<file path="src/rtl/packet_injector.sv">
// Packs up to three source words into one routed mesh packet and delivers it over a 4-phase req/ack handshake.
// Optional macro PKT_INJ_ACK_SYNC_EN inserts a two-flop synchronizer on pkt_ack for an asynchronous mesh.
module packet_injector #(
    parameter int         FILTER_WIDTH = 8,
    parameter int         WIDTH        = 9 + 3 * FILTER_WIDTH,
    parameter logic [4:0] ROUTE0       = 5'h1A,
    parameter logic [4:0] ROUTE1       = 5'h1C,
    parameter logic [4:0] ROUTE2       = 5'h09,
    parameter logic [4:0] ROUTE3       = 5'h0B
) (
    input  logic                    clk,
    input  logic                    rst_n,
    input  logic                    word_valid,
    output logic                    word_ready,
    input  logic [FILTER_WIDTH-1:0] word_data,
    input  logic [1:0]              word_type,
    input  logic [1:0]              word_node,
    input  logic                    word_last,
    output logic [WIDTH-1:0]        pkt_data,
    output logic                    pkt_req,
    input  logic                    pkt_ack,
    output logic                    busy
);

    localparam int LW = 3 * FILTER_WIDTH;

    typedef enum logic [1:0] {
        FILL   = 2'd0,
        REQ_HI = 2'd1,
        REQ_LO = 2'd2
    } state_t;

    state_t            r_state;
    logic [1:0]        r_cnt;
    logic [LW-1:0]     r_lanes;
    logic [1:0]        r_type;
    logic [1:0]        r_node;
    logic [WIDTH-1:0]  r_pkt_data;
    logic              r_req;
    logic              r_busy;

    logic              w_ack;
    logic              w_accept;
    logic              w_done;
    logic [LW-1:0]     w_lanes;
    logic [1:0]        w_type;
    logic [1:0]        w_node;
    logic [4:0]        w_route;
    logic [WIDTH-1:0]  w_pkt;

`ifdef PKT_INJ_ACK_SYNC_EN
    logic r_ack_meta;
    logic r_ack_sync;

    // Two-flop synchronizer bringing the mesh acknowledge into the clk domain
    always_ff @(posedge clk or negedge rst_n) begin
        if (!rst_n) begin
            r_ack_meta <= 1'b0;
            r_ack_sync <= 1'b0;
        end else begin
            r_ack_meta <= pkt_ack;
            r_ack_sync <= r_ack_meta;
        end
    end

    assign w_ack = r_ack_sync;
`else
    assign w_ack = pkt_ack;
`endif

    // A completing word can never launch a new request while the mesh still shows ack high
    assign word_ready = (r_state == FILL) & ~w_ack;
    assign w_accept   = word_valid & word_ready;
    assign w_done     = (r_cnt == 2'd2) | word_last;

    // Next group contents: first word starts a clean group and captures type/node
    always_comb begin
        w_lanes = (r_cnt == 2'd0) ? {LW{1'b0}} : r_lanes;
        w_lanes[int'(r_cnt) * FILTER_WIDTH +: FILTER_WIDTH] = word_data;
        if (r_cnt == 2'd0) begin
            w_type = word_type;
            w_node = word_node;
        end else begin
            w_type = r_type;
            w_node = r_node;
        end
        case (w_node)
            2'd0:    w_route = ROUTE0;
            2'd1:    w_route = ROUTE1;
            2'd2:    w_route = ROUTE2;
            2'd3:    w_route = ROUTE3;
            default: w_route = ROUTE0;
        endcase
        w_pkt = WIDTH'({w_route, w_type, w_node, w_lanes});
    end

    // Group fill and 4-phase handshake FSM with registered outputs
    always_ff @(posedge clk or negedge rst_n) begin
        if (!rst_n) begin
            r_state    <= FILL;
            r_cnt      <= 2'd0;
            r_lanes    <= {LW{1'b0}};
            r_type     <= 2'd0;
            r_node     <= 2'd0;
            r_pkt_data <= {WIDTH{1'b0}};
            r_req      <= 1'b0;
            r_busy     <= 1'b0;
        end else begin
            case (r_state)
                FILL: begin
                    if (w_accept && w_done) begin
                        r_pkt_data <= w_pkt;
                        r_req      <= 1'b1;
                        r_state    <= REQ_HI;
                        r_cnt      <= 2'd0;
                        r_lanes    <= {LW{1'b0}};
                        r_busy     <= 1'b1;
                    end else if (w_accept) begin
                        r_lanes    <= w_lanes;
                        r_type     <= w_type;
                        r_node     <= w_node;
                        r_cnt      <= r_cnt + 2'd1;
                        r_busy     <= 1'b1;
                    end
                end
                REQ_HI: begin
                    if (w_ack) begin
                        r_req   <= 1'b0;
                        r_state <= REQ_LO;
                    end
                end
                REQ_LO: begin
                    if (!w_ack) begin
                        r_state <= FILL;
                        r_busy  <= 1'b0;
                    end
                end
                default: begin
                    r_state <= FILL;
                    r_cnt   <= 2'd0;
                    r_req   <= 1'b0;
                    r_busy  <= 1'b0;
                end
            endcase
        end
    end

    assign pkt_data = r_pkt_data;
    assign pkt_req  = r_req;
    assign busy     = r_busy;

endmodule

</file>
<file path="config.mk">
export PLATFORM = sky130hd
export DESIGN_NAME = packet_injector
export DESIGN_NICKNAME = d
export VERILOG_FILES = /design/src/rtl/packet_injector.sv
export SDC_FILE = /design/constraint.sdc
export NUM_CORES = 1
export LEC_CHECK = 0
export BUFFER_PORTS_ARGS = -buffer_cell sky130_fd_sc_hd__buf_4
export CORE_ASPECT_RATIO = 0.75
export CORE_UTILIZATION = 44
export CTS_CLUSTER_SIZE = 16
export DETAILED_ROUTE_END_ITERATION = 8
export GPL_TIMING_DRIVEN = 0
export PLACE_DENSITY = 0.72
export SLEW_MARGIN = 20
export SYNTH_ARGS = -nofsm -noshare
export SYNTH_HDL_FRONTEND = slang
export SYNTH_SLANG_ARGS = --single-unit
</file>
<file path="constraint.sdc">
create_clock -name clk -period 2 [get_ports clk]
set_input_delay 0.4 -clock clk [delete_from_list [all_inputs] [get_ports clk]]
set_output_delay 0.4 -clock clk [all_outputs]
set_load 0.03 [all_outputs]
</file>
# Yosys cells after proc, flatten, opt, wreduce, memory -nomap -nowiden

Index checks and enable logic that the tools add are counted.

Bitwise operators: 8
Eq/ne operators: 10
Reductions and logical operators: 13
Shift-type cells: 2
$add $sub $neg: 2
Muxes and demuxes: 21

Operators by type and width:

| cell                                                   | count |
|---|---|
| 2-to-1 mux 24 bit                                      | 3 |
| negation 5 -> 33 bit                                   | 1 |
| variable shift 8 x 33 -> 24 bit (first input constant) | 1 |
| indexed part select 8 x 33 -> 24 bit                   | 1 |
| bitwise mux 24 bit                                     | 1 |
| one-hot mux 5 bit (4 select lines)                     | 1 |
| 2-to-1 mux 2 bit                                       | 7 |
| AND reduction 3 bit                                    | 4 |
| == test 2 bit (second input constant)                  | 4 |
| logical NOT 2 bit                                      | 3 |
| one-hot mux 1 bit (3 select lines)                     | 2 |
| one-hot mux 2 bit (3 select lines)                     | 1 |
| AND reduction 2 bit                                    | 3 |
| 2-to-1 mux 1 bit                                       | 5 |
| inverter 1 bit                                         | 5 |
| == test 2 x 1 -> 1 bit (second input constant)         | 2 |
| != test 2 bit (second input constant)                  | 2 |
| one-hot mux 2 bit (2 select lines)                     | 1 |
| != test 3 x 2 -> 1 bit (second input constant)         | 1 |
| adder 2 x 1 -> 2 bit (second input constant)           | 1 |
| AND 1 bit                                              | 2 |
| != test 2 x 1 -> 1 bit (second input constant)         | 1 |
| nonzero test 2 bit                                     | 1 |
| OR reduction 2 bit                                     | 1 |
| other kinds (2)                                        | 2 |

Input bits: 17
Logic and storage cells: 64
Register bits: 67

# Longest topological paths before layout

Gate-level depths: netlist (run 1).

Depth in word-level cells: 6
Mapped depth: 8
Depth with buffers taken out: 7

# Worst setup path before layout (run 1)

No wires, ideal clock.

Kind: register -> register
Start: register r_cnt[0]
End: register r_lanes[10]
Path slack: 242 ps
Library setup time: 66 ps
Arrival: 1693 ps
Buffers on the path: 1
Stages on the path, launching flop included: 7
Path through: dfrtp_1 > inv_2 > ha_1 > buf_2 > nor2_1 > a21o_1 > a22o_1

Word-level cells in the longest chain between the ends: 5

RTL lines:

| item                                                            | RTL line | RTL |
|---|---|---|
| from (decl)                                                     | 34       | `logic [1:0] r_cnt;` |
| from (signal assigned)                                          | 122      | `r_cnt <= r_cnt + 2'd1;` |
| negation 5 -> 33 bit (tied with other cells)                    | 79       | `w_lanes[int'(r_cnt) * FILTER_WIDTH +: FILTER_WIDTH] = word_data;` |
| indexed part select 8 x 33 -> 24 bit (tied with other cells)    | 79       |  |
| bitwise mux 24 bit / logical AND 1 bit (equally long branches)  | 79, 111  |  |
| 2-to-1 mux 24 bit / nonzero test 2 bit (equally long branches)  | -        |  |
| 2-to-1 mux 24 bit / AND reduction 2 bit (equally long branches) | -        |  |
| to (signal assigned)                                            | 102      | `r_lanes <= {LW{1'b0}};` |
| to (signal assigned)                                            | 116      | `r_lanes <= {LW{1'b0}};` |
| to (signal assigned)                                            | 119      | `r_lanes <= w_lanes;` |
| to (decl)                                                       | 35       | `logic [LW-1:0] r_lanes;` |

Parallel ways exist; a longest one is shown, timed or not. The select of a mux whose other input is x is not followed.
A chain may end at the register's enable or synchronous reset.

# Final worst setup path (run 1)

Start: register r_cnt[0]
End: register r_pkt_data[16], in the netlist pkt_data[16]

Word-level cells in the longest chain between the ends: 4

RTL lines:

| item                                                                         | RTL line | RTL |
|---|---|---|
| parallel branches: the longest is 4 deep, another holds negation 5 -> 33 bit | -        |  |
| to (signal assigned)                                                         | 105      | `r_pkt_data <= {WIDTH{1'b0}};` |
| to (signal assigned)                                                         | 112      | `r_pkt_data <= w_pkt;` |
| to (decl)                                                                    | 38       | `logic [WIDTH-1:0] r_pkt_data;` |

Several ways; the timed one is not identified.

==> flow_metrics.env, run 1 <==
export IMPL_status="completed"
export IMPL_slew_headroom_pct=45.6
export IMPL_synth_edf_count=0
export IMPL_arrival_ns=2.14
export IMPL_hold_buffers=0
export IMPL_port_buffer_count=52
export IMPL_area_delta_synth_final_pct=29.1
export IMPL_drt_iter0_drc=168
export IMPL_clock_path_buffers=2
export IMPL_fin_crit_sh_pct=96.2
export IMPL_die_area_sq_um=6900
export IMPL_synth_top_area_share_pct=57.2
export IMPL_end_kind="register"
export IMPL_yosys_most_used_dff="dfrtp_1"
export IMPL_setup_tns_ns=0
export IMPL_coreArea_sq_um=6320
export IMPL_start_util_pct=45.7
export IMPL_setup_worst_path_class="reg2reg"
export IMPL_ioPinCount=53
export IMPL_routed_wl_mm=6.54
export IMPL_dieWidth_um=95.6
export IMPL_layout_setup_ws_ns=0.0751
export IMPL_clk_pin_slew_ns=0.08
export IMPL_ant_nets=0
export IMPL_tritoncts="built"
export IMPL_ir_drop_mv=0.696
export IMPL_syn_num_nets=285
export IMPL_fin_util_pct=59.0
export IMPL_drt_first_pass_iters=4
export IMPL_ys_ff_latch=66
export IMPL_p_leak_uw=0.00182
export IMPL_synth_top_area_cell="dfrtp_1"
export IMPL_routedWlPerCell_um=16.0
export IMPL_layout_min_cycle_time_ns=1.92
export IMPL_clkLatencyLatePin_ns=0.35
export IMPL_synthTopCellsByArea="dfrtp_1 57%, nor2_1 7.3%, a221oi_1 7.0%"
export IMPL_vias=2224
export IMPL_antenna_found_initial=0
export IMPL_insertedDiodeCount=0
export IMPL_power_density_nw_per_um2=1660
export IMPL_place_ws_ns=-0.234
export IMPL_num_rows=25
export IMPL_grt_pass1_wl_mm=10.1
export IMPL_maxCapViolCount=0
export IMPL_clock_skew_ns=0.0111
export IMPL_clock_tree_root_cell="clkbuf_8"
export IMPL_critPathMaxFanout=10
export IMPL_drv_slew=0
export IMPL_hold_path_class="in2async"
export IMPL_synth_async_reset_ratio_pct=100
export IMPL_grt_max_degree=67
export IMPL_cts_sinks=66
export IMPL_die_h_um=72.2
export IMPL_fillers=536
export IMPL_final_setup_viol_count=0
export IMPL_worst_pin_slew_ns=0.817
export IMPL_place_congestion=0.749
export IMPL_cp_start_kind="register"
export IMPL_critical_path_required_ns=2.22
export IMPL_grt_total_usage_pct=20.3
export IMPL_drc_errors=0
export IMPL_syn_cell_area_sq_um=2890
export IMPL_numCtsBuffers=9
export IMPL_htreeDepth=3
export IMPL_final_area_sq_um=3730
export IMPL_ys_types=31
export IMPL_clock_fmax_ghz=0.520
export IMPL_syn_instance_count=258
export IMPL_avgViaCountPerCell=5.44
export IMPL_finalHoldViolCount=0
export IMPL_grt_overflow=0
export IMPL_grt_pass1_vias=1989
export IMPL_syn_area_per_cell_sq_um=11.2
export IMPL_place_area_sq_um=3380
export IMPL_seq_area_frac_synth_pct=57.2
export IMPL_drive_above_1_share_pct=32.3
export IMPL_dpl_hpwl_mm=4.44
export IMPL_yosysWarnings=0
export IMPL_fin_nets=350
timing repair:
action	CTS	global route
setup buffers	1	1
setup endpoints to repair	28	44
gates cloned	0	0
resized for setup	9	14
pin swaps	1	0
stage by stage:
| step | hold slack (ns) | total power [uW] | std cells |
|---|---|---|---|
| after floorplan | 0.104 | 3770 | 258 |
| after global placement | 0.459 | 4610 | 391 |
| after detailed placement | 0.458 | 4690 | 391 |
| after CTS | 0.175 | 6110 | 408 |
| after global routing | 0.189 | 6520 | 409 |
| final | 0.134 | 6170 | 409 |
area by class of cell:
type	count	area (sq um)	share of cell area, %
Multi-Input combinational cell	173	1210	32.4
Timing Repair Buffer	54	405	10.9
Clock buffer	9	124	3.32
Buffer	12	95.1	2.55
Clock inverter	7	118	3.15
Tap cell	81	101	2.72
Inverter	7	26.3	0.704
Sequential cell	66	1650	44.3
synth_stat cells (all sizes together), types with 2 or more instances:
library cell,number
nor2,56
inv,7
a21o,2
a21oi,5
buf,11
a221oi,24
nor2b,10
ha,10
mux2i,4
nor3,4
nand2,17
nand2b,3
and2,2
mux2,4
a22o,16
dfrtp,66
o21ai,8
critical path, cell delays in order (launching register included):
cell and delay [ns]:
dfrtp_2 0.45, inv_2 0.10, ha_2 0.25, nor2_1 0.13, or2_1 0.24, buf_6 0.15
buf_6 0.14, a221oi_1 0.26, nor2_1 0.08
routing by layer:
metal / global-route usage, % / wire (um) / vias to the layer above
met1: 29.2 / 3120 / 1094
met5: 0 / 0 / -
met2: 28.5 / 2870 / 73
met4: 4.98 / 63 / 0
met3: 8.39 / 490 / 7
li1: - / - / 1050
registers in the layout, summed over array words and instances, names as in the netlist:
name and cells:
r_type 2, r_lanes 24, r_state 2, r_node 2, pkt_req 1, busy 1
pkt_data 32, r_cnt 2
kinds of logic after synthesis:
group / share of synthesized area [%]
simple gates: 15.5
flops: 57.2
compound gates: 16.0
buf+inv: 3.98
fa+ha+maj: 4.33
mux: 2.94
cells in the final DEF (no fill, tap or decap), types with 8 or more instances in the layout:
cell type,instances
dfrtp_1,65
buf_4,56
nor2_1,53
a221oi_1,19
nand2_1,17
a22o_1,16
nor2b_1,10
clkbuf_8,9
o21ai_0,8
ha_1,8
worst paths after layout:
| check | cells after the start | start | slack [ns] | end |
|---|---|---|---|---|
| setup / recovery | 8 | r_cnt[0]$_DFFE_PN0P_ | 0.08 | pkt_data[16]$_DFFE_PN0P_ |
| setup reg to reg | 8 | r_cnt[0]$_DFFE_PN0P_ | 0.08 | pkt_data[16]$_DFFE_PN0P_ |
| hold / removal | 1 | rst_n | 0.13 | pkt_data[30]$_DFFE_PN0P_ |
| max in group asynchronous | 1 | rst_n | 1.29 | r_cnt[0]$_DFFE_PN0P_ |
| min in group clk | 2 | word_type[1] | 0.30 | r_type[1]$_DFFE_PN0P_ |
| hold reg to reg | 1 | pkt_data[31]$_DFFE_PN0P_ | 0.48 | pkt_data[31]$_DFFE_PN0P_ |
report_power, final:
| part | internal (uW) | total [uW] | switching, uW |
|---|---|---|---|
| combinational | 1070 | 2710 | 1650 |
| sequential | 1810 | 2110 | 300 |
| clock | 827 | 1350 | 520 |
Power figures use the tool's default switching activity.
==> run 2, diff against run 1 <==
--- a/config.mk
+++ b/config.mk
@@ -8,10 +8,10 @@
 export BUFFER_PORTS_ARGS = -buffer_cell sky130_fd_sc_hd__buf_4
 export CORE_ASPECT_RATIO = 0.75
 export CORE_UTILIZATION = 44
-export CTS_CLUSTER_SIZE = 16
+export CTS_CLUSTER_SIZE = 12
 export DETAILED_ROUTE_END_ITERATION = 8
 export GPL_TIMING_DRIVEN = 0
-export PLACE_DENSITY = 0.72
+export PLACE_DENSITY = 0.65
 export SLEW_MARGIN = 20
 export SYNTH_ARGS = -nofsm -noshare
 export SYNTH_HDL_FRONTEND = slang
==> run 2 against run 1 <==
  * Design area decreased by 1.7%
  * Maximum frequency is 3.9% higher
  * Core utilization is 1.0 points lower
  * Sequential cell count is the same
  * Critical path type unchanged
  * Global-route usage grew 1.0 points
  * Clock skew decreased by 0.0028 ns
  * Clock-buffer cell count rose by 2
  * Combinational power hardly changed
  * Via count is 2.1% lower
==> flow_metrics.env, run 2 (synthesis gave the netlist of run 1 again) <==
export IMPL_dieWidth_um=95.6
export IMPL_die_area_sq_um=6900
export IMPL_numCtsBuffers=9
export IMPL_dpl_hpwl_mm=4.40
export IMPL_critical_path_required_ns=2.22
export IMPL_port_buffer_count=52
export IMPL_avgViaCountPerCell=5.34
export IMPL_grt_overflow=0
export IMPL_routed_wl_mm=6.58
export IMPL_vias=2177
export IMPL_start_util_pct=45.7
export IMPL_insertedDiodeCount=0
export IMPL_clkLatencyLatePin_ns=0.34
export IMPL_cts_sinks=66
export IMPL_drt_first_pass_iters=4
export IMPL_clk_pin_slew_ns=0.07
export IMPL_power_density_nw_per_um2=1580
export IMPL_largest_register_ffs=32
export IMPL_fin_nets=351
export IMPL_hold_buffers=0
export IMPL_multi_input_area_sq_um=1220
export IMPL_critPathMaxFanout=10
export IMPL_area_delta_synth_final_pct=26.9
export IMPL_ir_drop_mv=0.619
export IMPL_clock_skew_ns=0.00829
export IMPL_grt_pass1_vias=2095
export IMPL_ioPinCount=53
export IMPL_clock_fmax_ghz=0.540
export IMPL_drv_slew=0
export IMPL_fin_cells=408
export IMPL_finalHoldViolCount=0
export IMPL_clock_path_buffers=2
export IMPL_coreArea_sq_um=6320
export IMPL_tritoncts="built"
export IMPL_cp_start_kind="register"
export IMPL_dp_cells=391
export IMPL_reg2reg_slack_ns=0.15
export IMPL_p_leak_uw=0.00179
export IMPL_setup_worst_path_class="reg2reg"
export IMPL_hold_ws_ns=0.154
export IMPL_layout_min_cycle_time_ns=1.85
export IMPL_hold_path_class="in2async"
export IMPL_final_common_cell="dfrtp_1"
export IMPL_r2r_end="pkt_data[0]$_DFFE_PN0P_"
export IMPL_die_h_um=72.2
export IMPL_fillers=562
export IMPL_routedWlPerCell_um=16.1
export IMPL_crit_path_start="r_state[0]$_DFFE_PN0P_"
export IMPL_rsz0062_at_grt="no"
export IMPL_drt_iter0_drc=98
export IMPL_drc_errors=0
export IMPL_clock_tree_root_cell="clkbuf_8"
export IMPL_maxCapViolCount=0
export IMPL_worst_pin_slew_ns=0.813
export IMPL_final_setup_viol_count=0
export IMPL_seqCellArea_sq_um=1650
export IMPL_grt_total_usage_pct=21.3
export IMPL_num_rows=25
export IMPL_place_area_sq_um=3380
export IMPL_worst_r2r_startpoint="r_state[0]$_DFFE_PN0P_"
export IMPL_critPathCapture="pkt_data[0]$_DFFE_PN0P_"
export IMPL_end_kind="register"
export IMPL_ant_nets=0
export IMPL_reg2reg_depth=8
export IMPL_grt_max_degree=67
export IMPL_htreeDepth=3
export IMPL_final_area_sq_um=3660
export IMPL_antenna_found_initial=0
export IMPL_final_cell_mix="65 x dfrtp_1, 57 x buf_4, 52 x nor2_1"
export IMPL_grt_pass1_wl_mm=10.8
export IMPL_status="completed"
export IMPL_drive_above_1_share_pct=32.4
export IMPL_arrival_ns=2.07
export IMPL_fin_crit_sh_pct=92.7
export IMPL_slew_headroom_pct=45.8
export IMPL_place_congestion=0.794
==> run 2: worst min-delay path by stage <==
stage,startpoint,to,depth (start not counted)
final,rst_n,pkt_data[26]$_DFFE_PN0P_,1
after CTS,rst_n,pkt_data[4]$_DFFE_PN0P_,1
after global placement,pkt_data[31]$_DFFE_PN0P_,pkt_data[31]$_DFFE_PN0P_,1
after global routing,rst_n,pkt_data[26]$_DFFE_PN0P_,1
after detailed placement,pkt_data[31]$_DFFE_PN0P_,pkt_data[31]$_DFFE_PN0P_,1
after floorplan,rst_n,busy$_DFFE_PN0P_,0
==> run 2: power breakdown <==
| group | leakage [uW] | internal (uW) | switching (uW) | total, uW |
|---|---|---|---|---|
| clock | 0.0000810 | 466 | 480 | 946 |
| sequential | 0.000838 | 1810 | 282 | 2100 |
| combinational | 0.000874 | 1080 | 1660 | 2740 |
==> run 2: metal layers <==
| metal | vias to the layer above | track usage, % | routed length (um) |
|---|---|---|---|
| met5 | - | 0 | 0 |
| met4 | 0 | 5.47 | 48 |
| met3 | 4 | 6.08 | 384 |
| met2 | 63 | 30.2 | 2890 |
| met1 | 1063 | 32.0 | 3250 |
| li1 | 1047 | - | - |
==> run 2: cell type report <==
| type | instances | area share [%] |
|---|---|---|
| timing repair buffer | 55 | 11.3 |
| buffer | 12 | 2.59 |
| sequential | 66 | 45.1 |
| clock inverter | 3 | 0.478 |
| tap | 81 | 2.77 |
| clock buffer | 11 | 3.86 |
| inverter | 7 | 0.717 |
| multi-input combinational | 173 | 33.2 |
==> run 2: through the flow <==
| step | total power, uW | util (%) | setup TNS, ns | setup WS [ns] |
|---|---|---|---|---|
| 2_1_floorplan | 3770 | - | 0 | 0.242 |
| 3_3_place_gp | 4620 | 53.5 | -2.52 | -0.141 |
| 3_5_place_dp | 4670 | 53.5 | -2.84 | -0.182 |
| 4_1_cts | 5690 | 56.8 | 0 | 0.00704 |
| 5_1_grt | 6170 | 58.0 | 0 | 0.00403 |
| 6_report | 5780 | 58.0 | 0 | 0.147 |
==> run 2: repair_timing <==
action,in CTS,in global routing
gates resized for setup,10,16
endpoints found under the setup margin,26,49
endpoints found under the hold margin,0,0
pin swaps,0,1
buffers inserted,0,3
==> run 2: critical path, stage by stage, from the launching register on <==
cell and delay [ns]:
dfrtp_1 0.42, inv_2 0.11, ha_4 0.18, nand3b_4 0.13, or2_1 0.26, buf_6 0.15
buf_6 0.15, a221oi_1 0.25, nor2_1 0.07
